`src/rtl/rv_ctrl_pkg.sv`:
```
// rv_ctrl_pkg: shared state encoding and widths for the RV32I control sequencer
package rv_ctrl_pkg;
    localparam int XLEN = 32;
    localparam logic [XLEN-1:0] PC_INCR = XLEN'(4);
    typedef enum logic {FETCH, EXEC} state_t;
endpackage

```
`src/rtl/next_pc_calc.sv`:
```
// next_pc_calc: jump/branch target priority mux; MISALIGN_TRAP_EN keeps raw targets and flags misalignment
module next_pc_calc
    import rv_ctrl_pkg::*;
(
    input  logic [XLEN-1:0] pc,
    input  logic [XLEN-1:0] imm,
    input  logic [XLEN-1:0] rs1_val,
    input  logic            is_jal,
    input  logic            is_jalr,
    input  logic            is_branch,
    input  logic            branch_taken,
    output logic [XLEN-1:0] pc_next,
    output logic            misaligned
);
    logic [XLEN-1:0] target;
    assign target = is_jalr ? ((rs1_val + imm) & ~XLEN'(1)) :
                    (is_jal || (is_branch && branch_taken)) ? (pc + imm) : (pc + PC_INCR);
`ifdef MISALIGN_TRAP_EN
    assign pc_next    = target;
    assign misaligned = |target[1:0];
`else
    assign pc_next    = target & ~XLEN'(3);
    assign misaligned = 1'b0;
`endif
endmodule

```
`src/rtl/pc_sequencer.sv`:
```
// pc_sequencer: RV32I PC owner and fetch/execute handshake FSM; MISALIGN_TRAP_EN enables target traps
module pc_sequencer
    import rv_ctrl_pkg::*;
#(
    parameter logic [XLEN-1:0] RESET_PC = 32'h0000_0000,
    parameter logic [XLEN-1:0] TRAP_VEC = 32'h0000_0100
) (
    input  logic            clk,
    input  logic            rst_n,
    output logic            imem_req,
    output logic [XLEN-1:0] imem_addr,
    input  logic            imem_ready,
    input  logic [XLEN-1:0] imem_rdata,
    output logic [XLEN-1:0] instr,
    output logic            instr_valid,
    input  logic            exec_done,
    input  logic            is_jal,
    input  logic            is_jalr,
    input  logic            is_branch,
    input  logic            branch_taken,
    input  logic [XLEN-1:0] imm,
    input  logic [XLEN-1:0] rs1_val,
    output logic [XLEN-1:0] pc_current,
    output logic [XLEN-1:0] pc_next,
    output logic [XLEN-1:0] link_value,
    output logic            link_we,
    output logic            trap
);
    state_t state;
    logic   misaligned;
    logic   fire;

    next_pc_calc u_calc (
        .pc           (pc_current),
        .imm          (imm),
        .rs1_val      (rs1_val),
        .is_jal       (is_jal),
        .is_jalr      (is_jalr),
        .is_branch    (is_branch),
        .branch_taken (branch_taken),
        .pc_next      (pc_next),
        .misaligned   (misaligned)
    );

    assign imem_addr  = pc_current;
    assign link_value = pc_current + PC_INCR;
    assign fire       = (state == EXEC) && exec_done;
    assign link_we    = fire && (is_jal || is_jalr) && !misaligned;
    assign trap       = fire && misaligned;

    // imem_req is held low through reset and the first cycle after it
    always_ff @(posedge clk) begin
        if (!rst_n) begin
            state       <= FETCH;
            pc_current  <= RESET_PC;
            instr       <= '0;
            instr_valid <= 1'b0;
            imem_req    <= 1'b0;
        end else if (state == FETCH) begin
            if (imem_req && imem_ready) begin
                instr       <= imem_rdata;
                instr_valid <= 1'b1;
                imem_req    <= 1'b0;
                state       <= EXEC;
            end else begin
                imem_req <= 1'b1;
            end
        end else if (exec_done) begin
            pc_current  <= misaligned ? TRAP_VEC : pc_next;
            instr_valid <= 1'b0;
            imem_req    <= 1'b1;
            state       <= FETCH;
        end
    end
endmodule
```
`config.mk`:
```
export PLATFORM = sky130hd
export DESIGN_NAME = pc_sequencer
export DESIGN_NICKNAME = d
export VERILOG_FILES = /design/src/rtl/rv_ctrl_pkg.sv /design/src/rtl/next_pc_calc.sv /design/src/rtl/pc_sequencer.sv
export SDC_FILE = /design/constraint.sdc
export NUM_CORES = 1
export LEC_CHECK = 0
export BUFFER_PORTS_ARGS = -buffer_cell sky130_fd_sc_hd__buf_4
export CAP_MARGIN = 30
export CORE_MARGIN = 2
export CORE_UTILIZATION = 30
export CTS_CLUSTER_SIZE = 10
export DETAILED_ROUTE_END_ITERATION = 8
export PLACE_DENSITY = 0.6
export SYNTH_ARGS = -nofsm -noshare
export SYNTH_HDL_FRONTEND = slang
export SYNTH_HIERARCHICAL = 1
export SYNTH_SLANG_ARGS = --single-unit
```
`constraint.sdc`:
```
create_clock -name clk -period 5.77 [get_ports clk]
set_input_delay 0.8655 -clock clk [delete_from_list [all_inputs] [get_ports clk]]
set_output_delay 0.8655 -clock clk [all_outputs]
set_load 0.1 [all_outputs]
```
==> impl_metrics.ini, run 1 <==
[outcome]
status = finished clean

[setup_path]
cp_max_fo = 12
cp_top_family = compound AO/OA/AOI/OAI gates
crit_type = reg -> out
critPathRequiredTime_ps = 4900
crit_chain = ha_1 -> a21oi_1 -> o221ai_1 -> a21oi_1 -> nand2_1 -> a211oi_1 -> nor4_1 -> a211oi_1 -> mux2_2 -> a221oi_2 -> buf_4
worstSetupEndpointType = output port
arrival_ps = 3930
critPathSlowestCell = dfxtp_1
crit_buf_inv = 1
critPathMaxStageDelay_ps = 670
critPathLaunchType = flop

[place]
dp_hpwl_um = 19000
numPortBuffers = 264
pre_cts_ws_ps = 1000
gp_congestion = 0.855

[floorplanning]
die_w_um = 155
core_area_sq_mm = 0.0226
io_pins = 268
die_area_sq_mm = 0.0242
num_rows = 55
start_util_pct = 30.5
die_height_um = 155

[sta]
timing.final.ws_setup_ps = 976
period_minus_slack_ps = 4790
finalMaxSlewViolations = 0
rsz0062_at_grt = false
hold_viol = 0
fin_worst_skew_ps = 5.90
hold_slack_ps = 461
maxSlewHeadroom_pct = 34.0
max_freq_mhz = 209
tns_ps = 0
setup_viol = 0
max_slew.worst_pin.slew_ps = 994
fin_crit_sh_pct = 83.1

[route]
wl_per_cell_um = 17.8
drc_errors = 0
ant_nets = 0
dr.pass1.iters = 5
via_per_inst = 5.26
drt_wl_total_um = 24800
vias = 7328
drt-initial-drc-count = 436

[synth]
synth.area.top_cells = dfxtp_1 (19%), ha_1 (11%), xnor2_1 (7.0%)
avgSynthCellArea_sq_um = 7.75
synth_top_cell_by_area = dfxtp_1
yosys_warnings = 6
syn-cell-area_sq_mm = 0.00688
ys_seq_elements = 67
async_flop_share_pct = 0
netlist_instances = 888
synth_edf_count = 0
ys_seq_area_share_pct = 19.5
synth_top_flop_cell = dfxtp_1
ys_types = 69
yosysTopAreaCellShare_pct = 19.5

[cts]
cts_buffer_depth = 2
cts_tree = done
h-tree-depth = 3
cts_buffers = 9
cts_resized = 0
cts_sinks = 67
cts_hold_buf = 0
insertion_delay_ps = 340
clockRootBuffer = clkbuf_16
cts_setup_buffers = 0
clk_pin_slew_ps = 60

[power_and_ir_drop]
peakVddDrop_v = 0.000153
cellPowerDensity_mw_per_mm2 = 223
power.static_leakage_nw = 4.23
p_total_mw = 2.06

[finish]
antenna_cells = 0
drive_above_1_share_pct = 29.2
final_nets = 1270
syn_to_final_growth_pct = 34.1

[global_route]
track_usage_pct = 19.6
grt_max_degree = 55
use_met1_pct = 26.4
grt.met2_usage_pct = 32.8
grt-ovfl-total = 0
grt_pass1_vias = 6850
grt_pass1_wl_um = 37400
antenna_found_initial = 0
busiest_layer = met2
grtUsageMet3_pct = 3.12

[min_path]
hold_class = reg -> reg

[job]
max-cap-violations = 0
-- power breakdown --
part | internal (mW) | switching [mW] | total [mW]
logic | 0.246 | 0.655 | 0.900
clock network | 0.424 | 0.235 | 0.660
registers | 0.479 | 0.0178 | 0.497
-- cells by family (layout without fill, tap and decap cells) --
group,after synthesis,in the layout,share of synthesized area [%]
AOI/OAI and AO/OA,256,256,26.3
xor gates and xnor gates,98,98,12.5
adders and majority gates,62,62,11.3
buffers and inverters,88,307,7.38
DFF,67,67,19.5
muxes,2,2,0.309
other,1,3,0.0545
and+or+nand+nor,314,314,22.7
-- per-layer routing --
layer | share of wire (%) | wire (um)
met4 | 1.3 | 323
met1 | 46 | 11400
met5 | 0 | 0
met3 | 6.5 | 1600
met2 | 46 | 11400
-- synth_stat cells, types with 14 or more instances --
library cell,instances
nor2_1,51
xnor2_1,55
nand4_1,21
buf_4,38
a211oi_1,20
xor2_1,43
ha_1,62
o21ai_0,29
nand2_1,114
clkbuf_1,28
a22o_1,32
a21boi_0,35
nand3_1,35
a21oi_1,55
inv_1,15
a21o_1,22
nor3_1,14
dfxtp_1,67
-- layout make-up --
type                    instances  area [sq um]
flip-flops and latches         67          1340
inverters                      15          56.3
fillers                      2348         13300
multi-input cells             735          5050
clock buffers                  10           229
well taps                     285           357
clock inverters                 6           113
repair buffers                276          2080
-- layout by cell type, fill, tap and decap left out, drive strengths merged, types with 16 or more instances in the layout --
cell	netlist	routed
buf	43	276
nand2	114	114
dfxtp	67	67
ha	62	62
a21oi	58	58
xnor2	55	55
nor2	53	53
xor2	43	43
nand3	35	35
a21boi	35	35
a22o	32	32
o21ai	29	29
a21o	24	24
nand4	22	22
a211oi	20	20
nor3	17	17
inv	15	16
-- worst register-to-register path, cell delays in order, from the launching register on --
cell and delay, ps:
dfxtp_1 670, ha_1 390, a21oi_1 180, o221ai_1 190
a21oi_1 190, nand2_1 200, a211oi_1 390, nor4_1 110
a211oi_1 280, mux2_2 390, a221oi_2 240, a22o_1 180
-- path summary, 6_finish.rpt --
kind                                            startpoint                          to  slack [ps]  cells past startpoint
worst min register to register       instr[5]$_SDFFE_PN0P_       instr[5]$_SDFFE_PN0P_         460                      2
worst max-delay path            imem_addr[11]$_SDFFE_PN0N_                 pc_next[28]         980                     11
worst min-delay path                 instr[5]$_SDFFE_PN0P_       instr[5]$_SDFFE_PN0P_         460                      2
worst max register to register  imem_addr[11]$_SDFFE_PN0N_  imem_addr[28]$_SDFFE_PN0N_        2300                     11
-- registers in the layout (all words and copies together) (netlist names) --
name         cells
state            1
imem_req         1
instr_valid      1
imem_addr       32
instr           32
-- stage by stage --
stage               cell area, sq um  utilization [%]  instances
floorplan                       6900                -        890
global placement                8870             39.3       1377
detailed placement              8890             39.4       1378
CTS                             9230             40.9       1394
global route                    9230             40.9       1394
finish                          9230             40.9       1394
No activity file was read; power rests on OpenSTA's default activity.
==> run 2: changes to the inputs <==
--- a/config.mk
+++ b/config.mk
@@ -11,7 +11,7 @@
 export CORE_UTILIZATION = 30
 export CTS_CLUSTER_SIZE = 10
 export DETAILED_ROUTE_END_ITERATION = 8
-export PLACE_DENSITY = 0.6
+export PLACE_DENSITY = 0.62
 export SYNTH_ARGS = -nofsm -noshare
 export SYNTH_HDL_FRONTEND = slang
 export SYNTH_HIERARCHICAL = 1
==> constraint.sdc (replaced) <==
create_clock -name clk -period 3.95 [get_ports clk]
set_input_delay 0.5925 -clock clk [delete_from_list [all_inputs] [get_ports clk]]
set_output_delay 0.5925 -clock clk [all_outputs]
set_load 0.1 [all_outputs]
==> impl_metrics.ini, run 2 (synthesis results as in run 1) <==
[power_and_ir_drop]
peakVddDrop_v = 0.000155
power.static_leakage_nw = 4.54
p_total_mw = 3.00
cellPowerDensity_mw_per_mm2 = 299

[route]
wl_per_cell_um = 17.7
drt_wl_total_um = 25400
vias = 7479
dr.pass1.iters = 5
ant_nets = 0
drt-initial-drc-count = 447
via_per_inst = 5.21
drc_errors = 0

[sta]
setup_viol = 0
finalMaxSlewViolations = 0
hold_viol = 0
max_freq_mhz = 254
rsz0062_at_grt = true
timing.final.ws_setup_ps = 15.4
tns_ps = 0
period_minus_slack_ps = 3930
maxSlewHeadroom_pct = 32.9
fin_crit_sh_pct = 99.6
hold_slack_ps = 462
max_slew.worst_pin.slew_ps = 1010
fin_worst_skew_ps = 9.23

[place]
gp_congestion = 0.870
dp_cells = 1409
numPortBuffers = 264
dp_hpwl_um = 19700
pre_cts_ws_ps = -72.7

[min_path]
holdCritStartpoint = instr[23]$_SDFFE_PN0P_
hold_class = reg -> reg
hold_depth = 2
hold_end = instr[23]$_SDFFE_PN0P_

[cts]
cts_buffers = 9
clk_pin_slew_ps = 60
cts_buffer_depth = 2
h-tree-depth = 3
cts_sinks = 67
cts_tree = done
insertion_delay_ps = 350
cts_hold_buf = 0
clockRootBuffer = clkbuf_16

[setup_path]
arrival_ps = 3340
worstSetupEndpointType = output port
path_depth = 12
reg2reg_to = imem_addr[27]$_SDFFE_PN0N_
crit_type = in -> out
crit_buf_inv = 2
cp_top_family = compound AO/OA/AOI/OAI gates
critPathMaxStageDelay_ps = 330
critPathLaunchType = input port
critPathRequiredTime_ps = 3360
critPathSlowestCell = or3_1
rrSetupSlack_ps = 920
r2r_cells = 11
crit_chain = buf_4 -> ha_4 -> nand4_1 -> a21oi_4 -> o211ai_1 -> o21a_1 -> or3_1 -> a41oi_2 -> nor3b_4 -> o22ai_2 -> a22oi_2 -> buf_12
timing.rr.start = imem_addr[2]$_SDFFE_PN0N_
cp_max_fo = 4

[global_route]
antenna_found_initial = 0
grt_pass1_wl_um = 38200
grt_max_degree = 38
grt_pass1_vias = 6955
track_usage_pct = 20.1
grt-ovfl-total = 0

[finish]
drive_above_1_share_pct = 38.7
antenna_cells = 0
fillers = 2291
final_nets = 1312
fin_cells = 1436
final_common_cell = buf_4
syn_to_final_growth_pct = 46.1
final_cell_mix = buf_4 (310), nand2_1 (114), xnor2_1 (55)

[floorplanning]
die_height_um = 155
num_rows = 55
start_util_pct = 30.5
io_pins = 268
die_area_sq_mm = 0.0242
core_area_sq_mm = 0.0226
die_w_um = 155

[job]
max-cap-violations = 0

[outcome]
status = finished clean
-- run 2: stage by stage --
step | instance area [sq um] | utilization (%)
floorplan | 7210 | -
global placement | 9430 | 41.8
detailed placement | 9430 | 41.8
CTS | 9790 | 43.4
global route | 10100 | 44.6
finish | 10100 | 44.6
-- run 2: worst max-delay path by stage --
| stage | endpoint | startpoint | slack, ps |
|---|---|---|---|
| 6_report | pc_next[29] | imm[2] | 20 |
| 2_1_floorplan | pc_next[31] | rs1_val[2] | -30 |
| 3_5_place_dp | pc_next[31] | imm[2] | -70 |
| 3_3_place_gp | pc_next[31] | imm[2] | -70 |
| 5_1_grt | pc_next[29] | imm[2] | -80 |
| 4_1_cts | pc_next[28] | imem_addr[5]$_SDFFE_PN0N_ | 0.02 |
-- run 2: worst register-to-register path: stages, from the launching register on --
cell      delay [ps]
dfxtp_4          350
ha_4             270
nand4_1          190
a21oi_4          250
o211ai_1         150
o21a_1           220
or3_1            330
a41oi_2          300
and3_1           260
o31ai_1          100
a22o_1           300
a22o_1           210
-- run 2: final cells by class --
type                            count  area (sq um)  share of cell area (%)
Clock buffer                       12           279                    2.77
Sequential cell                    67          1420                    14.1
Timing Repair Buffer              318          2460                    24.5
Tap cell                          285           357                    3.55
Clock inverter                      4          28.8                   0.286
Multi-Input combinational cell    735          5460                    54.3
Inverter                           15          56.3                   0.560
-- run 2: per-layer routing --
metal  GRT usage (%)  wire, um  up-vias
li1                -         -     3715
met1            26.6     11200     3458
met2            33.2     11900      276
met3            4.01      1780       30
met4            5.72       495        0
met5               0         0        -
-- run 2: timing repair --
item	CTS	global route
pin swaps	2	16
gates resized for setup	10	36
setup endpoints to repair	5	11
setup buffers	0	11
-- run 2: power breakdown --
group	internal, mW	switching, mW	leakage (nW)	total (mW)
clock network	0.504	0.347	0.153	0.851
registers	0.690	0.0238	0.563	0.714
logic	0.434	1.01	3.82	1.44
==> run 3: changes to the inputs <==
--- a/config.mk
+++ b/config.mk
@@ -8,10 +8,10 @@
 export BUFFER_PORTS_ARGS = -buffer_cell sky130_fd_sc_hd__buf_4
 export CAP_MARGIN = 30
 export CORE_MARGIN = 2
-export CORE_UTILIZATION = 30
+export CORE_UTILIZATION = 40
 export CTS_CLUSTER_SIZE = 10
 export DETAILED_ROUTE_END_ITERATION = 8
-export PLACE_DENSITY = 0.62
+export PLACE_DENSITY = 0.76
 export SYNTH_ARGS = -nofsm -noshare
 export SYNTH_HDL_FRONTEND = slang
 export SYNTH_HIERARCHICAL = 1
==> impl_metrics.ini, run 3 (synthesis results as in run 1) <==
[power_and_ir_drop]
pwr-share-comb_pct = 48.2
peakVddDrop_v = 0.000231
seqPwrFrac_pct = 23.9
p_int_mw = 1.63
cellPowerDensity_mw_per_mm2 = 299
p_clk_share_pct = 27.9
power.static_leakage_nw = 4.53
p_total_mw = 2.98
p_sw_share_pct = 45.4
switching_power_mw = 1.35

[min_path]
hold_depth = 2
holdCritStartpoint = instr[19]$_SDFFE_PN0P_
hold_class = reg -> reg
hold_end = instr[19]$_SDFFE_PN0P_

[place]
dp_hpwl_um = 18800
gp_congestion = 0.970
place_area_sq_mm = 0.00937
numPortBuffers = 264
dp_cells = 1341

[setup_path]
crit_type = in -> out
rrSetupSlack_ps = 950
critPathLaunchType = input port
cp_max_fo = 4
timing.rr.start = imem_addr[1]$_SDFFE_PN0N_
worstSetupEndpointType = output port
arrival_ps = 3300
reg2reg_to = imem_addr[27]$_SDFFE_PN0N_
r2r_cells = 11
critPathRequiredTime_ps = 3360

[sta]
max_slew.worst_pin.slew_ps = 1050
maxSlewHeadroom_pct = 30.1
finalMaxSlewViolations = 0
period_minus_slack_ps = 3890
max_freq_mhz = 257
setup_viol = 0
hold_viol = 0
hold_slack_ps = 461
fin_worst_skew_ps = 12.0
fin_crit_sh_pct = 98.5

[route]
wl_per_cell_um = 17.8
drt-initial-drc-count = 516
dr.pass1.iters = 5
ant_nets = 0
vias = 7668
drc_errors = 0
drt_wl_total_um = 24400
via_per_inst = 5.60

[outcome]
status = finished clean

[finish]
seq_area_sq_mm = 0.00142
final_cell_mix = buf_4 (307), nand2_1 (114), xnor2_1 (55)
multiInputGateArea_sq_mm = 0.00541
fillers = 1494
final_common_cell = buf_4
syn_to_final_growth_pct = 44.7
fin_util_pct = 59.6
drive_above_1_share_pct = 38.3
antenna_cells = 0
final_cell_area_sq_mm = 0.00996
final_nets = 1311
fin_cells = 1370

[floorplanning]
core_area_sq_mm = 0.0167
start_util_pct = 41.2
die_area_sq_mm = 0.0183
die_w_um = 135
num_rows = 47
die_height_um = 135
io_pins = 268

[global_route]
track_usage_pct = 25.2
grt-ovfl-total = 0
use_met1_pct = 33.0
busiest_layer = met2
grt_max_degree = 55
grt_pass1_vias = 7069
grtUsageMet3_pct = 3.55
grt.met2_usage_pct = 43.0
antenna_found_initial = 0
grt_pass1_wl_um = 36600

[cts]
h-tree-depth = 3
cts_buffer_depth = 2
cts_buffers = 9
cts_tree = done
clk_pin_slew_ps = 50
cts_sinks = 67
insertion_delay_ps = 340
clockRootBuffer = clkbuf_16

[job]
max-cap-violations = 0
-- run 3: worst max-delay path, stage by stage --
cell	delay, ps
buf_4	130
ha_4	250
nand4_1	170
a21oi_4	260
o32ai_4	130
o31a_1	310
or3_4	440
a21oi_4	220
a211oi_2	110
mux2i_2	180
a211oi_4	280
buf_12	210
-- run 3: power groups by stage --
| stage | logic, mW | clock network, mW | registers (mW) |
|---|---|---|---|
| 3_3_place_gp | 1.36 | 0 | 0.727 |
| 6_report | 1.44 | 0.831 | 0.712 |
| 4_1_cts | 1.39 | 0.849 | 0.713 |
| 3_5_place_dp | 1.38 | 0 | 0.728 |
| 5_1_grt | 1.50 | 0.874 | 0.715 |
| 2_1_floorplan | 0.884 | 0 | 0.890 |
-- run 3: what timing repair did --
item,in CTS,in global routing
resized for setup,5,32
pin swaps,2,20
setup buffers,0,13
endpoints found under the setup margin,3,12
hold buffers,0,0
-- run 3: per-stage QoR --
stage | setup TNS, ps | setup WS, ps
detailed placement | -181 | -87.7
global route | -27.0 | -15.4
global placement | -27.1 | -27.1
floorplan | -33.9 | -33.9
finish | 0 | 59.4
CTS | 0 | 10.1
-- run 3: cell type report --
class | instances | share of cell area, %
Tap cell | 220 | 2.76
Clock buffer | 12 | 2.80
Inverter | 15 | 0.565
Timing Repair Buffer | 317 | 25.0
Multi-Input combinational cell | 735 | 54.3
Sequential cell | 67 | 14.3
Clock inverter | 4 | 0.302
-- run 3: how the worst max path moves through the flow --
stage | endpoint | cells after the start | slack, ps | from
floorplan | pc_next[31] | 10 | -30 | rs1_val[2]
global placement | pc_next[31] | 12 | -30 | imm[2]
detailed placement | pc_next[31] | 12 | -90 | imm[2]
CTS | pc_next[28] | 11 | 10 | imm[2]
global route | pc_next[31] | 12 | -20 | imm[1]
finish | pc_next[31] | 12 | 60 | imm[1]
-- run 3: per-layer routing --
metal / up-vias / share of wire, %
met5: - / 0
met4: 0 / 1.9
met3: 32 / 7.1
met2: 343 / 47
met1: 3580 / 44
li1: 3713 / -
